## config.mk

```make
export PLATFORM = sky130hd
export DESIGN_NAME = alu_share_arbiter
export DESIGN_NICKNAME = d
export VERILOG_FILES = /design/src/rtl/alu_share_arbiter.sv
export SDC_FILE = /design/constraint.sdc
export NUM_CORES = 1
export LEC_CHECK = 0
export CORE_AREA = 2 2 163 165
export DETAILED_ROUTE_END_ITERATION = 8
export DIE_AREA = 0 0 165 167
export GPL_ROUTABILITY_DRIVEN = 0
export GPL_TIMING_DRIVEN = 0
export PLACE_DENSITY = 0.52
export SYNTH_ARGS = -nofsm -noshare
export SYNTH_HDL_FRONTEND = slang
export SYNTH_SLANG_ARGS = --single-unit
```

## constraint.sdc

```tcl
create_clock -name sys_clk -period 7.8 [get_ports sys_clk]
set_input_delay 2.34 -clock sys_clk [delete_from_list [all_inputs] [get_ports sys_clk]]
set_output_delay 2.34 -clock sys_clk [all_outputs]
set_load 0.005 [all_outputs]
```

## src/rtl/alu_share_arbiter.sv

```systemverilog
// ---------------------------------------------------------------------------
// alu_share_arbiter
//
// Shares one combinational ALU32Bit among NUM_REQ requesters. One operation
// is accepted at a time over a valid/ready handshake, chosen round-robin.
// The chosen operation is held in registers that drive the shared ALU. After
// SETTLE cycles the ALU result and Zero flag are captured and returned with
// the requester index over a valid/ready response channel.
//
// Parameters:
//   NUM_REQ  number of requesters (2..16)
//   ID_W     requester index width
//   SETTLE   cycles the ALU inputs are held before capture (1..15)
//
// Ports:
//   sys_clk      clock, rising edge
//   sys_rst      synchronous active-high reset
//   req_valid    per-requester request valid
//   req_ready    per-requester accept, at most one bit set
//   req_op       ALUControl per requester, slice i = [4i+3:4i]
//   req_a/req_b  operands per requester, slice i = [32i+31:32i]
//   alu_control  to ALU ALUControl
//   alu_a/alu_b  to ALU A/B
//   alu_result   from ALU ALUResult
//   alu_zero     from ALU Zero
//   rsp_valid    response valid
//   rsp_ready    response accept
//   rsp_id       index of the requester served
//   rsp_result   captured ALU result
//   rsp_zero     captured ALU Zero flag
// ---------------------------------------------------------------------------
module alu_share_arbiter #(
    parameter int NUM_REQ = 4,
    parameter int ID_W    = $clog2(NUM_REQ),
    parameter int SETTLE  = 1
) (
    input  logic                    sys_clk,
    input  logic                    sys_rst,
    input  logic [NUM_REQ-1:0]      req_valid,
    output logic [NUM_REQ-1:0]      req_ready,
    input  logic [4*NUM_REQ-1:0]    req_op,
    input  logic [32*NUM_REQ-1:0]   req_a,
    input  logic [32*NUM_REQ-1:0]   req_b,
    output logic [3:0]              alu_control,
    output logic [31:0]             alu_a,
    output logic [31:0]             alu_b,
    input  logic [31:0]             alu_result,
    input  logic                    alu_zero,
    output logic                    rsp_valid,
    input  logic                    rsp_ready,
    output logic [ID_W-1:0]         rsp_id,
    output logic [31:0]             rsp_result,
    output logic                    rsp_zero
);

    localparam int IDX_W = ID_W + 1;

    typedef enum logic [1:0] {
        IDLE,
        EXEC,
        RESP
    } state_t;

    state_t            state;
    state_t            state_next;
    logic [ID_W-1:0]   rr_ptr;
    logic [ID_W-1:0]   cur_id;
    logic [3:0]        settle_cnt;
    logic [ID_W-1:0]   grant;
    logic              any_valid;
    logic              accept;
    logic [IDX_W-1:0]  idx;
    logic [3:0]        sel_op;
    logic [31:0]       sel_a;
    logic [31:0]       sel_b;

    // Round-robin search: walk the offsets from the highest down to zero so
    // that the last hit written is the valid requester closest to rr_ptr.
    // The index is formed one bit wider than ID_W so rr_ptr+offset can be
    // wrapped back into range without overflowing.
    always_comb begin
        grant     = '0;
        any_valid = 1'b0;
        idx       = '0;
        for (int j = NUM_REQ - 1; j >= 0; j--) begin
            idx = {1'b0, rr_ptr} + IDX_W'(j);
            if (idx >= IDX_W'(NUM_REQ)) begin
                idx = idx - IDX_W'(NUM_REQ);
            end
            if (req_valid[idx[ID_W-1:0]]) begin
                grant     = idx[ID_W-1:0];
                any_valid = 1'b1;
            end
        end
    end

    // Select the granted requester's payload with constant slices, one
    // comparison per requester, so no variable part-select is needed.
    always_comb begin
        sel_op = '0;
        sel_a  = '0;
        sel_b  = '0;
        for (int i = 0; i < NUM_REQ; i++) begin
            if (grant == ID_W'(i)) begin
                sel_op = req_op[4*i +: 4];
                sel_a  = req_a[32*i +: 32];
                sel_b  = req_b[32*i +: 32];
            end
        end
    end

    // Next-state and request accept. Ready is offered only in IDLE and is
    // gated by reset, so nothing is accepted on a reset edge. The granted
    // bit is valid by construction, so accept is simply "someone is valid".
    always_comb begin
        state_next = state;
        req_ready  = '0;
        accept     = 1'b0;
        case (state)
            IDLE: begin
                if (any_valid && !sys_rst) begin
                    req_ready[grant] = 1'b1;
                    accept           = 1'b1;
                    state_next       = EXEC;
                end
            end
            EXEC: begin
                if (settle_cnt == 4'd0) begin
                    state_next = RESP;
                end
            end
            RESP: begin
                if (rsp_ready) begin
                    state_next = IDLE;
                end
            end
            default: begin
                state_next = IDLE;
            end
        endcase
    end

    // State and datapath registers. The ALU input registers load only on a
    // request handshake and otherwise keep their last values. The response
    // fields load once when the settle count expires and stay stable for as
    // long as the response is back-pressured. The round-robin pointer moves
    // past the served requester only when its response is taken, so a reset
    // mid-operation restarts the search from requester 0.
    always_ff @(posedge sys_clk) begin
        if (sys_rst) begin
            state       <= IDLE;
            rr_ptr      <= '0;
            cur_id      <= '0;
            settle_cnt  <= '0;
            alu_control <= '0;
            alu_a       <= '0;
            alu_b       <= '0;
            rsp_valid   <= 1'b0;
            rsp_id      <= '0;
            rsp_result  <= '0;
            rsp_zero    <= 1'b0;
        end else begin
            state <= state_next;
            case (state)
                IDLE: begin
                    if (accept) begin
                        alu_control <= sel_op;
                        alu_a       <= sel_a;
                        alu_b       <= sel_b;
                        cur_id      <= grant;
                        settle_cnt  <= 4'(SETTLE - 1);
                    end
                end
                EXEC: begin
                    if (settle_cnt == 4'd0) begin
                        rsp_result <= alu_result;
                        rsp_zero   <= alu_zero;
                        rsp_id     <= cur_id;
                        rsp_valid  <= 1'b1;
                    end else begin
                        settle_cnt <= settle_cnt - 4'd1;
                    end
                end
                RESP: begin
                    if (rsp_ready) begin
                        rsp_valid <= 1'b0;
                        rr_ptr    <= (cur_id == ID_W'(NUM_REQ - 1)) ? '0 : cur_id + ID_W'(1);
                    end
                end
                default: begin
                end
            endcase
        end
    end

endmodule

```

==> out/results.md <==
| Stage | Metric | This run |
|---|---|---|
| drt | Length of the first detailed-routing pass in iterations | 5 |
| sta | Hold Vio Cnt, Final | 0 |
| sta | Number of max-slew violations in the final report | 0 |
| power | Design Power | 3.141 mW |
| die | Count of pins on the block boundary | 420 |
| placed design | Placed Area | 10,110 um2 |
| logic synthesis | Synthesized instance count | 696 |
| placed design | Detail Placement HPWL | 23,590 um |
| sta | Actual slew at the worst max-slew pin | 0.9991 ns |
| logic synthesis | Post-synthesis net count | 1,011 |
| power | Leakage | 3.844 nW |
| critical path | Crit-path max cell delay | 0.76 ns |
| finish | Utilization after layout | 41.48% |
| finish | Number of nets in the finished design | 1,449 |
| sta | Number of failing setup endpoints in the final timing report | 0 |
| critical path | Critical path capture point type | output pin |
| critical path | Slowest cell on the critical path | sky130_fd_sc_hd__o22ai_1 |
| logic synthesis | Unique masters post-synth | 37 |
| grt | Maximum number of pins on one net before global-route repair | 17 |
| critical path | Cell-by-cell trace of the critical path | clkdlybuf4s50_1 -> a21oi_1 -> o21a_1 -> o22ai_1 -> clkbuf_1 -> and2_1 -> clkdlybuf4s50_1 |
| finish | Ratio of cells with drive above 1 in the final layout | 5.580% |
| cts | Clk buf depth | 2 |
| drt | DRC violation count after routing | 0 |
| die | Full die area | 27,560 um2 |
| cts | Total clock buffers created by CTS | 17 |
| grt | Global-route usage over all layers | 21.15% |
| power | Total power per unit cell area | 293.9 nW/um2 |
| sta | Setup tns final | 0 ns |
| placed design | PortBufs | 419 |
| critical path | Req. time, crit path | 5.46 ns |
| sta | Worst rel slew slack | 33.39% |
| cts | CTS tree | done |
| power | Max VDD drop | 120.7 uV |
| logic synthesis | Mean area per synthesized cell | 7.897 um2 |
| grt | Antenna violations before repair | 6 |
| critical path | Largest fanout on the critical path | 10 |
| cts | Level count of the clock H-tree | 4 |
| sta | Final-layout worst hold slack | 0.4451 ns |
| cts | Root buf cell | sky130_fd_sc_hd__clkbuf_16 |
| critical path | CP startpoint kind | input pin |
| die | Horizontal die dimension | 165 um |
| die | Area of the core region | 25,760 um2 |
| cts | Number of clock sinks | 114 |
| logic synthesis | Area of the mapped netlist | 5497 um2 |
| outcome | Status | finished clean |
| drt | Routed len/inst | 20.37 um |
| die | Initial Util | 21.33% |
| finish | Top library cells by usage in the layout, fill and taps aside | 419 x sky130_fd_sc_hd__clkdlybuf4s50_1, 259 x sky130_fd_sc_hd__nand2_1, 114 x sky130_fd_sc_hd__dfxtp_1 |
| drt | Drt first-iter violations | 423 |
| sta | Post-route clock skew | 0.01366 ns |
| grt | Number of global-route vias before repair | 6,930 |
| die | Floorplan die height | 167 um |
| cts | CTS clk-pin slew, worst paths | 0.07 ns |
| critical path | Arrival time reported for the critical path endpoint | 5.29 ns |
| die | Floorplan row count | 59 |
| drt | Post-DR vias/cell | 4.714 |
| grt | Total gr overflow | 0 |
| min path | Worst min path class | flop to flop |
| cts | Later-pin clock latency in the skew report | 0.43 ns |
| critical path | Worst Setup Path Type | input pin to output pin |
| drt | Drt total wl | 30,310 um |
| sta | Period utilisation layout | 97.78% |
| finish | Post-route cell area | 10,690 um2 |
| critical path | Worst path most repeated cell | sky130_fd_sc_hd__clkdlybuf4s50_1 |
| sta | RSZ-0062 raised after global routing | false |
| sta | Post-route minimum period | 7.626 ns |
| flow run | Maximum Capacitance Violations | 0 |
| cts | Number of buffers inserted by hold repair at cts | 0 |
| finish | Commonest non-fill, non-tap cell in the layout | sky130_fd_sc_hd__clkdlybuf4s50_1 |
| critical path | Buffers plus inverters on the worst setup path | 3 |
| grt | Wire length of the first global-routing pass | 43,370 um |
| logic synthesis | Synth warn | 0 |
| logic synthesis | Share of synthesized area occupied by flip-flops and latches | 41.52% |
| critical path | Kind of cell adding the most delay to the critical path | buffers and inverters |
| sta | Achievable frequency | 0.1311 GHz |
| logic synthesis | Yosys reg bits | 114 |
| drt | Total number of vias | 7,014 |
| drt | Post-detailed-route count of antenna-violating nets | 0 |
| finish | Synthesis-to-layout area growth | 94.42% |
==> through the flow <==
step	cells	worst slack, ns
CTS	1482	0.02172
global placement	1450	0.1254
floorplan	696	1.931
finish	1488	0.1735
global route	1488	0.01005
detailed placement	1450	0.01569
==> final cells by class <==
class	count	area (um2)
Antenna cell	6	15.01
Buffer	67	289.0
Clock buffer	17	425.4
Clock inverter	15	135.1
Fill cell	2640	15080
Inverter	14	52.55
Multi-Input combinational cell	501	2874
Sequential cell	114	2282
Tap cell	335	419.2
Timing Repair Buffer	419	4194
==> cells in the mapped netlist, drive strengths merged <==
library cell  count  area [um2]
xor2              2       17.52
and2              3       18.77
ha                3       37.54
dfxtp           114        2282
o21bai            1       7.510
o22ai             1       6.260
nor3              5       25.02
nand3b            2       15.01
a21boi            1       7.510
nor4b             2       17.52
a32oi            58       508.0
nand2           259       972.2
clkbuf           45       168.9
o22a              1       8.760
nor2             11       41.29
nand2b            1       6.260
or3               2       12.51
o21a              1       7.510
nor4              1       12.51
mux2i             2       20.02
buf              22       118.9
o21ai             2       10.01
o211ai            1       7.510
inv              14       52.55
a21oi            46       230.2
and3b             1       8.760
or3b              2       17.52
o32ai            10       87.58
o221ai           60       525.5
nor3b             1       7.510
a221o            10       100.1
mux2             10       127.6
nand3             2       10.01
==> worst register-to-register path, stage by stage (launching register included) <==
cell and delay (ns):
sky130_fd_sc_hd__dfxtp_1 0.41, sky130_fd_sc_hd__inv_1 0.08, sky130_fd_sc_hd__o21a_1 0.20, sky130_fd_sc_hd__o22ai_1 0.76, sky130_fd_sc_hd__clkbuf_1 0.59, sky130_fd_sc_hd__nand2_1 0.20
sky130_fd_sc_hd__a32oi_1 0.21
==> kinds of logic after synthesis <==
group                      synth area share [%]
muxes                                     2.686
AOI/OAI and AO/OA                         27.41
adders and majority gates                0.6830
DFF                                       41.52
buffers and inverters                     6.192
and+or+nand+nor                           21.19
xor gates and xnor gates                 0.3187
==> final timing paths <==
check / slack, ns / startpoint / cells after the start / endpoint
max: 0.17 / req_valid[0] / 7 / req_ready[0]
max reg2reg: 5.28 / rr_ptr[0] / 6 / alu_b[1]
min: 0.45 / alu_b[1] / 2 / alu_b[1]
min reg2reg: 0.45 / alu_b[1] / 2 / alu_b[1]
==> power breakdown <==
group,internal (mW),switching (mW)
clock network,0.420,0.337
registers,0.824,0.134
logic,0.765,0.660
==> timing repair <==
action                                  4_1_cts  5_1_grt
endpoints found under the setup margin        0        2
buffers inserted                              0        0
resized for setup                             0        2
==> metal layers <==
layer / global-route usage (%) / vias up / part of all wire, %
met5: 0 / - / 0
met4: 6.919 / 0 / 1.7
met3: 5.430 / 28 / 7.5
met2: 35.11 / 288 / 49
met1: 26.55 / 3273 / 42
li1: - / 3425 / -
==> sequential cells by signal, indices dropped and copies added, names as in the netlist <==
register,cells
settle_cnt,4
rsp_valid,1
alu_control,4
alu_a,32
rsp_result,32
state,2
rr_ptr,2
rsp_id,2
rsp_zero,1
alu_b,32
cur_id,2
(Power assumes the default switching activity.)
==> RTL edit 1, RTL diff (config.mk and constraints unchanged) <==
Encoding of `state_t`: now one-hot (3 bits for 3 states).
--- a/src/rtl/alu_share_arbiter.sv
+++ b/src/rtl/alu_share_arbiter.sv
@@ -55,10 +55,10 @@
 
     localparam int IDX_W = ID_W + 1;
 
-    typedef enum logic [1:0] {
-        IDLE,
-        EXEC,
-        RESP
+    typedef enum logic [2:0] {
+        IDLE = 3'b001,
+        EXEC = 3'b010,
+        RESP = 3'b100
     } state_t;
 
     state_t            state;
Function: no difference found for any inputs over 4 cycles, from zero or initial values and one cycle with sys_rst high; so few cycles prove little.
==> RTL edit 1 against the unedited design <==
Final area grew 2.3%; wire length shrank 4.7%; worst setup slack gained 0.32 ns; register-to-register slack gained 0.29 ns; synthesized area grew 4.4%; core utilization grew 0.94 points; critical endpoint is now req_ready[2]; count of clock-buffer cells in the layout is the same; fmax grew 4.4%; sequential share of layout area shrank 0.29 points; worst hold slack gained 0.0085 ns; sequential cell count grew 1; largest cell class unchanged.
Power is not compared: it rests on default switching activity, and its combinational part moved more than twofold at a synthesized area within 25%.
==> RTL edit 1: results (changes against the unedited design) <==
- Slowest stage cell on the critical path: clkdlybuf4s50_1
- Number of warnings printed during yosys synthesis: 0 (unchanged)
* Length of the first detailed-routing pass in iterations: 4 (-1)
- The maximum count of clock buffers along a single path is 2 (unchanged).
- The worst stage delay on the critical path was 0.58 ns (-0.18 ns).
- The internal reg-to-reg setup slack is 5.57 ns (+0.29 ns).
* Root buf cell: clkbuf_16
* Maximum vdd ir drop: 119 uV
* Post-CTS Setup Bufs: 0 (unchanged)
* Worst-case clock skew: 0.00700 ns (-0.00666 ns)
- HPWL reported at the end of detailed placement: 22500 um (-4.6%)
* Synth Area in XOR/XNOR: 0.00458 (+0.00139)
- Arithmetic-cell share of the synthesized area counting full adders, half adders and majority gates: 0.00654 (-0.000289)
* Final hold slack: 0.454 ns (+0.00848 ns)
* Clock slew at reported path FFs: 0.06 ns
- The number of filler instances in the final layout is 2599 (-1.6%).
- The number of DRC markers in iteration 0 was 291 (-31%).
- Number of global-route vias before repair: 6910 (-0.29%)
* Delay-heaviest family, CP: buffers and inverters
- Hold path cells: 2 (unchanged)
- Setup-violating endpoint count in the final report: 0 (unchanged)
* Post-synth top flop: dfxtp_1
* Detailed-route wire length per cell: 20.0 um (-1.6%)
- Aggregate global-route resource usage: 0.201 (-0.0104)
* CP arrival: 4.96 ns (-0.33 ns)
- Via density: 4.77 (+1.1%)
- Hold Crit Start: rsp_result[7]$_SDFFE_PP0P_
* Number of nets produced by synthesis: 969 (-4.2%)
- Top cells by instance count after synthesis: 115 x dfxtp_1, 90 x mux2i_1, 76 x nand2_1
- The compound-cell area share of the yosys netlist came to 0.228 (-0.0465).
- The quantity of I/O buffers inserted on ports is 418 (-0.24%).
- The largest registers in the layout are alu_a: 32 flops, alu_b: 32 flops, rsp_result: 32 flops.
- Cts repair resizes: 0 (unchanged)
- The ratio of cells with drive above 1 in the final layout was 0.0716 (+0.0158).
* Post-synthesis sequential area ratio: 0.401 (-0.0141)
- Leakage: 0.00387 uW
* H-tree levels: 4 (unchanged)
- Global-route wire length before repair: 41800 um (-3.6%)
* Proportion of synthesized flip-flops having asynchronous set or reset: 0 (unchanged)
* Worst Hold Class: register to register
- Maximum number of pins on one net before global-route repair: 17 (unchanged)
- Beginning of the worst register-to-register path: state[0]$_SDFFE_PP1P_
* Number of antenna violations at the first check in global routing: 3 (-3)
* Proportion of synthesized area in mux cells: 0.157 (+0.130)
- Distinct cell type count after synthesis: 43 (+16%)
* TritonCTS buffer count: 17 (unchanged)
- Worst Reg-to-Reg Cells: 6 (unchanged)
- Status: completed
- Nets@finish: 1406 (-3.0%)
- For the worst-skew pair, the clock arrives at the later sink with an insertion delay of 0.42 ns.
- Tightest slew margin relative to the limit: 0.540 (+0.206)
- The highest fanout seen on the critical path is 10 (unchanged).
- The endpoint identified for the worst register-to-register timing path is alu_a[0]$_SDFFE_PP0P_.
- The path with the worst hold slack has its endpoint at rsp_result[7]$_SDFFE_PP0P_.
- Main area contributors after synthesis: dfxtp_1 40%, mux2i_1 16%, o221ai_1 6.7%
- The total placed instance area is 10300 um2 (+2.3%).
-- RTL edit 1: cell type report --
class | count | area share
Tap cell | 335 | 0.0384
Clock buffer | 17 | 0.0389
Multi-Input combinational cell | 471 | 0.284
Sequential cell | 115 | 0.211
Clock inverter | 14 | 0.0141
Inverter | 6 | 0.00206
Antenna cell | 3 | 0.000687
Buffer | 62 | 0.0286
Timing Repair Buffer | 418 | 0.383
-- RTL edit 1: cells by family after synthesis --
group | after synthesis
compound gates | 192
xor+xnor | 3
fa+ha+maj | 3
buf+inv | 68
flops | 115
mux | 90
simple gates | 183
-- RTL edit 1: worst max path at each step --
stage          slack [ns]  cells past startpoint           end    startpoint
2_1_floorplan        1.96                      8  req_ready[1]  req_valid[2]
3_5_place_dp         0.48                      8  req_ready[2]  req_valid[2]
4_1_cts              0.47                      8  req_ready[2]  req_valid[2]
3_3_place_gp         0.46                      9  req_ready[2]  req_valid[2]
6_report             0.50                      9  req_ready[2]  req_valid[2]
5_1_grt              0.34                      9  req_ready[2]  req_valid[2]
-- RTL edit 1: stage by stage --
step	utilization	instances	worst slack, ns
2_1_floorplan	-	654	1.96
3_3_place_gp	0.401	1407	0.458
3_5_place_dp	0.401	1407	0.484
4_1_cts	0.424	1438	0.474
5_1_grt	0.424	1441	0.345
6_report	0.424	1441	0.497
-- RTL edit 1: power by group --
part	leakage (uW)	internal [uW]	switching [uW]
clock network	0.000276	472	315
logic	0.00265	351	251
registers	0.000942	660	40.0
-- RTL edit 1: tightest hold or removal path, cell delays in order (launching register included) --
cell and delay (ns):
dfxtp_1 0.30, nand2_1 0.05, a21oi_1 0.05
-- RTL edit 1: per-layer routing --
layer | global-route usage | share of wire | vias up | wire length, um
met5 | 0 | 0 | - | 0
met4 | 0.0654 | 0.021 | 0 | 616
met3 | 0.0633 | 0.089 | 38 | 2570
met2 | 0.348 | 0.49 | 295 | 14200
met1 | 0.233 | 0.40 | 3220 | 11500
li1 | - | - | 3316 | -
==> RTL edit 2, RTL diff (same flow settings) <==
Without the edit above. The parameter `NUM_REQ` goes from 4 to 2.
--- a/src/rtl/alu_share_arbiter.sv
+++ b/src/rtl/alu_share_arbiter.sv
@@ -30,7 +30,7 @@
 //   rsp_zero     captured ALU Zero flag
 // ---------------------------------------------------------------------------
 module alu_share_arbiter #(
-    parameter int NUM_REQ = 4,
+    parameter int NUM_REQ = 2,
     parameter int ID_W    = $clog2(NUM_REQ),
     parameter int SETTLE  = 1
 ) (
Interface: changed (6 resized); port bits go from 420 to 279. No check against the original RTL was run, so the function may have changed too.
==> RTL edit 2 against the unedited design <==
Critical path type unchanged; wire length is 38% lower; global-route usage is 8.1 points lower; worst setup slack better by 0.84 ns; highest routed layer unchanged; critical path depth stayed put; sequential cell count is 3 lower; count of clock-buffer cells in the layout is 8 lower; synthesized area is 18% lower; final area is 25% lower.
Power is not compared: it rests on default switching activity, and its combinational part moved more than twofold at a synthesized area within 25%.
==> RTL edit 2: results (changes against the unedited design) <==
* Length of the first detailed-routing pass in iterations: 4 (-1)
- The maximum number of pins on one net before global-route repair was 21 (+4).
* Global-route wire length before repair: 27600 um (-36%)
- HPWL reported at the end of detailed placement: 14100 um (-40%)
- Total instance count after detailed placement: 1155 (-20%)
* Status: completed
- Detailed-route wire length: 18700 um (-38%)
- H-tree levels: 3 (-1)
* Number of global-route vias before repair: 4845 (-30%)
* Number of nets produced by synthesis: 718 (-29%)
* Distinct cell type count after synthesis: 36 (-2.7%)
- Worst-case clock skew: 0.0124 ns (-0.00128 ns)
- Fraction of final layout cells with drive strength greater than 1: 0.0431 (-0.0127)
- The number of DRC markers in iteration 0 came to 234 (-45%).
* Slowest stage cell on the critical path: clkdlybuf4s50_1
- Tightest slew margin relative to the limit: 0.517 (+0.183)
- Synthesized-area fraction occupied by ao, oa, aoi and oai cells: 0.223 (-0.0513)
* Detailed-route wire length per cell: 15.9 um (-22%)
- The final net count came to 1007 (-31%).
* Delay contributed by the slowest stage of the critical path: 0.55 ns (-0.21 ns)
- Main area contributors after synthesis: dfxtp_1 49%, nand2_1 9.5%, a21oi_1 9.0%
* Number of instances in the synthesized netlist: 542 (-22%)
- The overall routing resource usage is 0.131 (-0.0807).
- The data arrival time at the worst-slack endpoint is 4.45 ns (-0.84 ns).
* TritonCTS buffer count: 9 (-8)
- The quantity of I/O buffers inserted on ports is 278 (-34%).
* Proportion of synthesized area in mux cells: 0.0354 (+0.00857)
## RTL edit 2: cell type report
cell class                 count  area (um2)
clock buffer                   9         225
tap                          335         419
multi-input combinational    383        2090
clock inverter                 7        83.8
sequential                   111        2220
buffer                        45         200
fill                        2730       17700
antenna                        3        7.51
inverter                       3        11.3
timing repair buffer         278        2780
## RTL edit 2: path summary, 6_finish.rpt
check,cells after the start,startpoint,slack (ns),end
worst max register to register,6,state[1]$_SDFFE_PP0P_,5.80,alu_a[0]$_SDFFE_PP0P_
worst max-delay path,7,req_valid[1],1.01,req_ready[1]
worst min-delay path,2,rsp_result[7]$_SDFFE_PP0P_,0.46,rsp_result[7]$_SDFFE_PP0P_
worst min register to register,2,rsp_result[7]$_SDFFE_PP0P_,0.46,rsp_result[7]$_SDFFE_PP0P_
## RTL edit 2: cell families (layout without fill, tap and decap cells)
group	count (synthesis)	count (layout)
simple gates	201	201
compound gates	162	162
flops	111	111
buf+inv	48	342
mux	16	16
fa+ha+maj	2	2
xor+xnor	2	2
other cells	0	3
## RTL edit 2: power by group
group	switching, uW	internal [uW]
clock network	248	257
logic	140	202
registers	23.7	613
total	412	1070
## RTL edit 2: metrics by stage
step | cell area [um2] | power, uW
6_report | 8040 | 1480
5_1_grt | 8030 | 1570
4_1_cts | 8030 | 1520
3_5_place_dp | 7720 | 997
3_3_place_gp | 7720 | 995
2_1_floorplan | 4520 | 769
## RTL edit 2: layer usage
metal / global-route usage / vias to the layer above / share of wire / routed length [um]
li1: - / 2454 / - / -
met1: 0.157 / 2259 / 0.42 / 7880
met2: 0.217 / 200 / 0.46 / 8570
met3: 0.0471 / 20 / 0.098 / 1840
met4: 0.0393 / 0 / 0.020 / 371
met5: 0 / - / 0 / 0
## RTL edit 2: critical path, delay by kind of cell
family                 cells  cell delay, ns
and+or+nand+nor            3            0.63
buffers and inverters      4            1.46
